--- config.mk ---
export PLATFORM = sky130hd
export DESIGN_NAME = ysyx_24100029_xbar
export DESIGN_NICKNAME = d
export VERILOG_FILES = /design/src/rtl/ysyx_24100029_xbar.sv
export SDC_FILE = /design/constraint.sdc
export NUM_CORES = 1
export LEC_CHECK = 0
export ABC_CLOCK_PERIOD_IN_PS = 1600
export CORE_AREA = 2 2 186 188
export CTS_CLUSTER_DIAMETER = 60
export DETAILED_ROUTE_END_ITERATION = 8
export DIE_AREA = 0 0 188 190
export MAX_ROUTING_LAYER = met4
export SKIP_LAST_GASP = 1
export SLEW_MARGIN = 0
export SYNTH_ARGS = -nofsm -noshare
export SYNTH_HDL_FRONTEND = slang
export SYNTH_SLANG_ARGS = --single-unit
--- constraint.sdc ---
create_clock -name clock -period 1.6 [get_ports clock]
set_clock_uncertainty 0.05 [all_clocks]
set_input_delay 0.32 -clock clock [delete_from_list [all_inputs] [get_ports clock]]
set_output_delay 0.32 -clock clock [all_outputs]
set_load 0.02 [all_outputs]
--- src/rtl/ysyx_24100029_xbar.sv ---
// Single-master AXI4 crossbar: reads go to the CLINT or the SoC by address; writes
// go to the SoC only, and a write into the CLINT window gets a SLVERR response.
module ysyx_24100029_xbar #(
    parameter logic [31:0] CLINT_BASE = 32'h0200_0000,
    parameter logic [31:0] CLINT_MASK = 32'hFFFF_0000
) (
    input  logic        clock,
    input  logic        reset,
    // upstream
    input  logic [31:0] in_araddr,
    input  logic [3:0]  in_arid,
    input  logic [7:0]  in_arlen,
    input  logic [2:0]  in_arsize,
    input  logic [1:0]  in_arburst,
    input  logic        in_arvalid,
    output logic        in_arready,
    output logic [31:0] in_rdata,
    output logic [1:0]  in_rresp,
    output logic [3:0]  in_rid,
    output logic        in_rlast,
    output logic        in_rvalid,
    input  logic        in_rready,
    input  logic [31:0] in_awaddr,
    input  logic [3:0]  in_awid,
    input  logic [7:0]  in_awlen,
    input  logic [2:0]  in_awsize,
    input  logic [1:0]  in_awburst,
    input  logic        in_awvalid,
    output logic        in_awready,
    input  logic [31:0] in_wdata,
    input  logic [3:0]  in_wstrb,
    input  logic        in_wlast,
    input  logic        in_wvalid,
    output logic        in_wready,
    output logic [1:0]  in_bresp,
    output logic [3:0]  in_bid,
    output logic        in_bvalid,
    input  logic        in_bready,
    // CLINT (read only)
    output logic [31:0] clint_araddr,
    output logic [3:0]  clint_arid,
    output logic [7:0]  clint_arlen,
    output logic [2:0]  clint_arsize,
    output logic [1:0]  clint_arburst,
    output logic        clint_arvalid,
    input  logic        clint_arready,
    input  logic [31:0] clint_rdata,
    input  logic [1:0]  clint_rresp,
    input  logic [3:0]  clint_rid,
    input  logic        clint_rlast,
    input  logic        clint_rvalid,
    output logic        clint_rready,
    // SoC
    output logic [31:0] soc_araddr,
    output logic [3:0]  soc_arid,
    output logic [7:0]  soc_arlen,
    output logic [2:0]  soc_arsize,
    output logic [1:0]  soc_arburst,
    output logic        soc_arvalid,
    input  logic        soc_arready,
    input  logic [31:0] soc_rdata,
    input  logic [1:0]  soc_rresp,
    input  logic [3:0]  soc_rid,
    input  logic        soc_rlast,
    input  logic        soc_rvalid,
    output logic        soc_rready,
    output logic [31:0] soc_awaddr,
    output logic [3:0]  soc_awid,
    output logic [7:0]  soc_awlen,
    output logic [2:0]  soc_awsize,
    output logic [1:0]  soc_awburst,
    output logic        soc_awvalid,
    input  logic        soc_awready,
    output logic [31:0] soc_wdata,
    output logic [3:0]  soc_wstrb,
    output logic        soc_wlast,
    output logic        soc_wvalid,
    input  logic        soc_wready,
    input  logic [1:0]  soc_bresp,
    input  logic [3:0]  soc_bid,
    input  logic        soc_bvalid,
    output logic        soc_bready
);

    typedef enum logic [1:0] {R_IDLE, R_CLINT, R_SOC} rd_state_t;
    typedef enum logic [1:0] {W_IDLE, W_SOC, W_ERR_DATA, W_ERR_RESP} wr_state_t;

    rd_state_t   r_rd_state, w_rd_next;
    wr_state_t   r_wr_state, w_wr_next;
    logic [3:0]  r_arid, r_awid;
    logic        w_arid_load, w_awid_load;
    logic        w_ar_hit, w_aw_hit, w_ar_sel_ready;
    logic        w_unused_clint;

    assign w_ar_hit       = (in_araddr & CLINT_MASK) == CLINT_BASE;
    assign w_aw_hit       = (in_awaddr & CLINT_MASK) == CLINT_BASE;
    assign w_ar_sel_ready = w_ar_hit ? clint_arready : soc_arready;
    // The CLINT drives neither rid nor rlast; they are regenerated locally.
    assign w_unused_clint = ^{clint_rid, clint_rlast};

    assign clint_araddr  = in_araddr;
    assign clint_arid    = in_arid;
    assign clint_arlen   = in_arlen;
    assign clint_arsize  = in_arsize;
    assign clint_arburst = in_arburst;
    assign soc_araddr    = in_araddr;
    assign soc_arid      = in_arid;
    assign soc_arlen     = in_arlen;
    assign soc_arsize    = in_arsize;
    assign soc_arburst   = in_arburst;
    assign soc_awaddr    = in_awaddr;
    assign soc_awid      = in_awid;
    assign soc_awlen     = in_awlen;
    assign soc_awsize    = in_awsize;
    assign soc_awburst   = in_awburst;
    assign soc_wdata     = in_wdata;
    assign soc_wstrb     = in_wstrb;
    assign soc_wlast     = in_wlast;

    always_ff @(posedge clock or posedge reset) begin
        if (reset) begin
            r_rd_state <= R_IDLE;
            r_arid     <= '0;
        end else begin
            r_rd_state <= w_rd_next;
            if (w_arid_load) r_arid <= in_arid;
        end
    end

    always_ff @(posedge clock or posedge reset) begin
        if (reset) begin
            r_wr_state <= W_IDLE;
            r_awid     <= '0;
        end else begin
            r_wr_state <= w_wr_next;
            if (w_awid_load) r_awid <= in_awid;
        end
    end

    // Handshake outputs are gated by reset so nothing leaks while it is held.
    always_comb begin
        w_rd_next     = r_rd_state;
        w_arid_load   = 1'b0;
        in_arready    = 1'b0;
        clint_arvalid = 1'b0;
        soc_arvalid   = 1'b0;
        in_rdata      = '0;
        in_rresp      = '0;
        in_rid        = '0;
        in_rlast      = 1'b0;
        in_rvalid     = 1'b0;
        clint_rready  = 1'b0;
        soc_rready    = 1'b0;
        if (!reset) begin
            unique case (r_rd_state)
                R_IDLE: begin
                    clint_arvalid = in_arvalid & w_ar_hit;
                    soc_arvalid   = in_arvalid & ~w_ar_hit;
                    in_arready    = w_ar_sel_ready;
                    if (in_arvalid && w_ar_sel_ready) begin
                        w_arid_load = 1'b1;
                        w_rd_next   = w_ar_hit ? R_CLINT : R_SOC;
                    end
                end
                R_CLINT: begin
                    in_rdata     = clint_rdata;
                    in_rresp     = clint_rresp;
                    in_rid       = r_arid;
                    in_rlast     = 1'b1;
                    in_rvalid    = clint_rvalid;
                    clint_rready = in_rready;
                    if (clint_rvalid && in_rready) w_rd_next = R_IDLE;
                end
                R_SOC: begin
                    in_rdata   = soc_rdata;
                    in_rresp   = soc_rresp;
                    in_rid     = soc_rid;
                    in_rlast   = soc_rlast;
                    in_rvalid  = soc_rvalid;
                    soc_rready = in_rready;
                    if (soc_rvalid && in_rready && soc_rlast) w_rd_next = R_IDLE;
                end
                default: w_rd_next = R_IDLE;
            endcase
        end
    end

    always_comb begin
        w_wr_next   = r_wr_state;
        w_awid_load = 1'b0;
        in_awready  = 1'b0;
        soc_awvalid = 1'b0;
        in_wready   = 1'b0;
        soc_wvalid  = 1'b0;
        in_bresp    = '0;
        in_bid      = '0;
        in_bvalid   = 1'b0;
        soc_bready  = 1'b0;
        if (!reset) begin
            unique case (r_wr_state)
                W_IDLE: begin
                    soc_awvalid = in_awvalid & ~w_aw_hit;
                    in_awready  = w_aw_hit ? 1'b1 : soc_awready;
                    if (in_awvalid && (w_aw_hit || soc_awready)) begin
                        w_awid_load = 1'b1;
                        w_wr_next   = w_aw_hit ? W_ERR_DATA : W_SOC;
                    end
                end
                W_SOC: begin
                    soc_wvalid = in_wvalid;
                    in_wready  = soc_wready;
                    in_bresp   = soc_bresp;
                    in_bid     = soc_bid;
                    in_bvalid  = soc_bvalid;
                    soc_bready = in_bready;
                    if (soc_bvalid && in_bready) w_wr_next = W_IDLE;
                end
                W_ERR_DATA: begin
                    in_wready = 1'b1;
                    if (in_wvalid && in_wlast) w_wr_next = W_ERR_RESP;
                end
                W_ERR_RESP: begin
                    in_bvalid = 1'b1;
                    in_bresp  = 2'b10;
                    in_bid    = r_awid;
                    if (in_bready) w_wr_next = W_IDLE;
                end
                default: w_wr_next = W_IDLE;
            endcase
        end
    end

endmodule

Word level (Yosys, flattened, before mapping)
Cells that the tools add are included.
- equality and inequality tests: 14
- mux-type cells: 55
- bitwise logic cells: 6
- reduce and logical (&&, ||, !) cells: 12
- operators with widths (operator ; count):
    $pmux 32 s2 ; 1
    $eq 16x10->1 const B ; 2
    $mux 32 ; 1
    $mux 1 ; 30
    $mux 2 ; 11
    $pmux 4 s2 ; 2
    $ne 2x2->1 const B ; 7
    $mux 4 ; 2
    $pmux 1 s2 ; 4
    $pmux 2 s2 ; 2
    $pmux 2 s4 ; 1
    $logic_and 1x1->1 ; 7
    $eq 2x2->1 const B ; 3
    $pmux 2 s3 ; 1
    $reduce_and 5->1 ; 1
    $eq 2x1->1 const B ; 2
    $logic_not 2->1 ; 2
    $reduce_and 4->1 ; 1
    $and 1x1->1 ; 3
    $not 1->1 ; 3
    $logic_or 1x1->1 ; 1
- flip-flop bits (word level): 12
- bits of input ports: 233

Longest topological paths before layout
Gate-level depths: netlist of the first run.
- word-level depth: 6
- mapped depth: 7

Least setup slack after synthesis of the first run
No wires, ideal clock.
- kind: reg-to-output
- start point: reg r_rd_state[0]
- end point: out in_rdata[0]
- arrival: 1.496 ns
- required time: 1.230 ns
- slack: -0.266 ns
- stages on the path, launching flop included: 7
- cells stage by stage: dfrtp_1 inv_1 ha_1 clkbuf_1 clkbuf_1 a22oi_1 nor2_1
- word-level cells in the longest chain between the ends: 3
- elaborated cells on any way between the ends: 4
- those cells by class: eq/ne: 2; mux: 2
- ends and longest elaborated chain (element ; line ; text):
    start: declaration ; 88 ; rd_state_t r_rd_state, w_rd_next;
    start signal: assignment ; 125 ; r_rd_state <= w_rd_next;
    $eq 2x2->1 or $eq 2x1->1 (tied branches) ; 155 ; unique case (r_rd_state)
    $pmux 32 s2 (*) ; 155 ;
    $mux 32 (*) ; 154 ; if (!reset) begin
    end: declaration ; 17 ; output logic [31:0] in_rdata,
Every way passes the cells marked *; elsewhere a longest branch is shown, timed or not.

Worst setup path after layout of the first run
- start point: reg r_rd_state[1]
- end point: out in_rdata[25]
The elaborated chain is that of the path after synthesis.

==> metrics.md, run 1 <==
| Metric | Value |
|---|---|
| RSZ-0062 raised after global routing | `yes` |
| Outcome | `finished with violations` |
| Initial Utilization | `0.0857` |
| Overflow after GRT | `0` |
| Largest family of logic cells by synthesized area | `buffers and inverters` |
| Share of layout cells above drive strength 1 | `0.623` |
| Worst reg2reg endpoint | `r_wr_state[0]` |
| Compound-Gate Fraction of Synth Area | `0.150` |
| Die Area | `35700 um2` |
| Vias per inst | `3.14` |
| Tightest Pin Transition | `0.324 ns` |
| Crit start category | `flop` |
| Reg-to-reg slack, setup | `-0.33 ns` |
| Max Fclk | `0.488 GHz` |
| Clock sinks | `12` |
| Vias in the first global route | `3349` |
| CTS tree | `built` |
| Placed Area | `5580 um2` |
| CP Data Required Time | `1.23 ns` |
| Worst Setup EP | `in_rdata[25]` |
| Mapped Cells | `383` |
| Vias | `3147` |
| Nets | `788` |
| Die W | `188 um` |
| Placer Congestion | `approximately 0.74` |
| First-pass GRT wire length | `21100 um` |
| Syn Std Cell Area | `roughly 2900 um2` |
| Antenna-violating nets left | `0` |
| Design Area, Final | `6420 um2` |
| Post-synthesis simple-gate area fraction | `0.149` |
| Worst R2R Start | `r_wr_state[0]` |
| Final setup violating endpoints | `69` |
| FP Rows | `68` |
| Mean Syn Cell Area | `7.60 um2` |
| Final Hold Vio Count | `0` |
| Hold WC Path Type | `primary input to asynchronous set/reset pin` |
| Die H | `190 um` |
| Crit. End Element | `primary output` |
| Rel. slew slack | `0.784` |
| Pwr Total | `7.39 mW` |
| Area contributors post-synth | `buf_4 47%, a22oi_1 11%, dfrtp_1 10%` |
| CTS H-tree depth | `1` |
| Worst setup path start | `r_rd_state[1]` |
| Seq/Total Area, Yosys | `0.103` |
| Io pins | `around 470` |
| Failing checks | `negative setup slack` |
| Synth warn | `0` |
| Max_cap viols | `0` |
| Drt total wl | `16000 um` |
| EDFF count, synth | `0` |
| Core area | `33900 um2` |
| Initial antenna violation count | `2` |
| Slew Limit Fails | `0` |
| Synth Area in Adders | `0.0344` |
| Pre-Repair DR Iteration Count | `4` |
| Power per cell area | `1150 nW/um2` |
| Post-synth top area cell | `buf_4` |
| Buffers on Ports | `approximately 250` |
| # fillers | `3719` |
| Critical Path Fanout Max | `8` |
| Clk_lat worst skew | `between 0.2 and 0.3 ns` |
| Total track usage | `0.0817` |
| Root Buffer | `clkbuf_16` |
| CTS Buf Count | `3` |
| Most frequent cells in the layout | `141 x clkdlybuf4s50_1, 83 x buf_4, 64 x buf_6` |
| Netlist cell types | `35` |
| Synth Net Count | `roughly 620` |
| Area grow syn2layout | `121%` |
| Most common cell after layout, fill and taps aside | `clkdlybuf4s50_1` |
| CP Class | `flop to primary output` |
| Top-area cell type share of the netlist area | `0.475` |
| Async SR Flop Fraction | `1.00` |
| Fin crit period | `2.05 ns` |
| Ys flop type | `dfrtp_1` |
| Maximum VDD drop | `0.000487 V` |
| Leakage | `approximately 2.5 nW` |
| Maximum clock path buffer count | `2` |
| Detailed Place HPWL | `approximately 12000 um` |
| Register-to-Register Path Depth | `7` |
| Register bit total from synthesis | `12` |
| DRC errors left | `0` |
| Setup WS post-layout | `-0.448 ns` |
| Crit share post-route | `1.28` |
| Initial DRC Count | `46` |
| Avg WL per Cell | `15.9 um` |
| Largest net degree at the start of global routing | `20` |
| Proportion of synthesized area in mux cells | `0.0602` |
| Critical path arrival | `1.68 ns` |
| Post-Synth XOR/XNOR Area | `0` |
| Clock transition at the registers of the reported paths | `about 0.050 ns` |
## metrics by stage
step,hold slack (ns),std cells,setup slack (ns),util,setup TNS (ns)
after global routing,0.341,1003,-0.493,0.189,-25.12
after global placement,0.444,963,-0.910,0.164,-66.64
after CTS,0.288,988,-0.495,0.180,-22.90
after detailed placement,0.449,963,-0.908,0.164,-66.55
after floorplan,0.0899,383,-0.0983,-,-0.539
final,0.312,1003,-0.448,0.189,-20.10
## layer usage
layer,routed length [um],up-vias,track usage
met3,1600,58,0.0291
li1,-,1447,-
met5,0,-,-
met4,580,0,0.0330
met2,8240,228,0.147
met1,5550,1414,0.0804
## where the power goes
group          switching (mW)  internal [mW]  leakage (nW)
Combinational            3.06           3.21          2.27
Clock                   0.169          0.380        0.0442
Sequential              0.120          0.447         0.147
## cell families (layout without fill, tap and decap cells)
group / count (synthesis) / after routing
AOI/OAI and AO/OA: 59 / 59
and+or+nand+nor: 84 / 84
other: 0 / 2
buffers and inverters: 206 / 369
muxes: 14 / 14
adders and majority gates: 8 / 8
DFF: 12 / 12
## synthesized netlist by cell type, types with 2 or more instances
library cell / instances
nor3b_1: 2
nand2_1: 9
nor4_1: 3
nor4_2: 3
and4_2: 2
and3_1: 3
ha_1: 8
nor2_1: 49
a32oi_1: 2
a21oi_1: 5
mux2_2: 5
and2_1: 3
inv_1: 6
o21ai_0: 2
mux2_4: 5
buf_4: 184
nand3_1: 2
a22oi_1: 43
clkbuf_1: 16
nor2b_1: 2
nor3_1: 2
dfrtp_1: 12
mux2i_1: 3
## state kept, by name (all words and copies together), names as in the netlist
register	flops
r_arid	4
r_awid	4
r_rd_state	2
r_wr_state	2
## critical path, stage by stage (launching register included)
cell	delay, ns
dfrtp_1	0.41
buf_6	0.13
ha_4	0.22
buf_16	0.18
a22oi_2	0.30
nor2_4	0.04
buf_6	0.13
## worst min path at each step
stage	to	slack (ns)	cells after the start
after floorplan	r_arid[0]	0.09	1
after global placement	r_awid[2]	0.44	1
after detailed placement	r_awid[1]	0.45	1
after CTS	r_rd_state[0]	0.29	3
after global routing	r_rd_state[0]	0.34	3
final	r_rd_state[0]	0.31	3
## cell type report
| cell class | instances | area (um2) | area share |
|---|---|---|---|
| Sequential cell | 12 | 300 | 0.0468 |
| Multi-Input combinational cell | 165 | 1940 | 0.302 |
| Clock buffer | 4 | 88.8 | 0.0138 |
| Tap cell | 455 | 569 | 0.0887 |
| Antenna cell | 2 | 5.00 | 0.000780 |
| Timing Repair Buffer | 359 | 3490 | 0.543 |
| Inverter | 6 | 31.3 | 0.00487 |
## repair_timing
action / CTS / global route
gates resized for setup: 457 / 97
setup endpoints to repair: 130 / 72
gates cloned: 4 / 4
buffers inserted: 18 / 11
hold buffers: 0 / 0
pin swaps: 43 / 40
No activity file was read; power rests on OpenSTA's default activity.
==> run 2, diff against run 1 <==
--- a/config.mk
+++ b/config.mk
@@ -6,6 +6,7 @@
 export NUM_CORES = 1
 export LEC_CHECK = 0
 export ABC_CLOCK_PERIOD_IN_PS = 1600
+export CAP_MARGIN = 0
 export CORE_AREA = 2 2 186 188
 export CTS_CLUSTER_DIAMETER = 60
 export DETAILED_ROUTE_END_ITERATION = 8
==> results of run 2 <==
No change in the layout: final DEF, timing and power equal those of run 1.
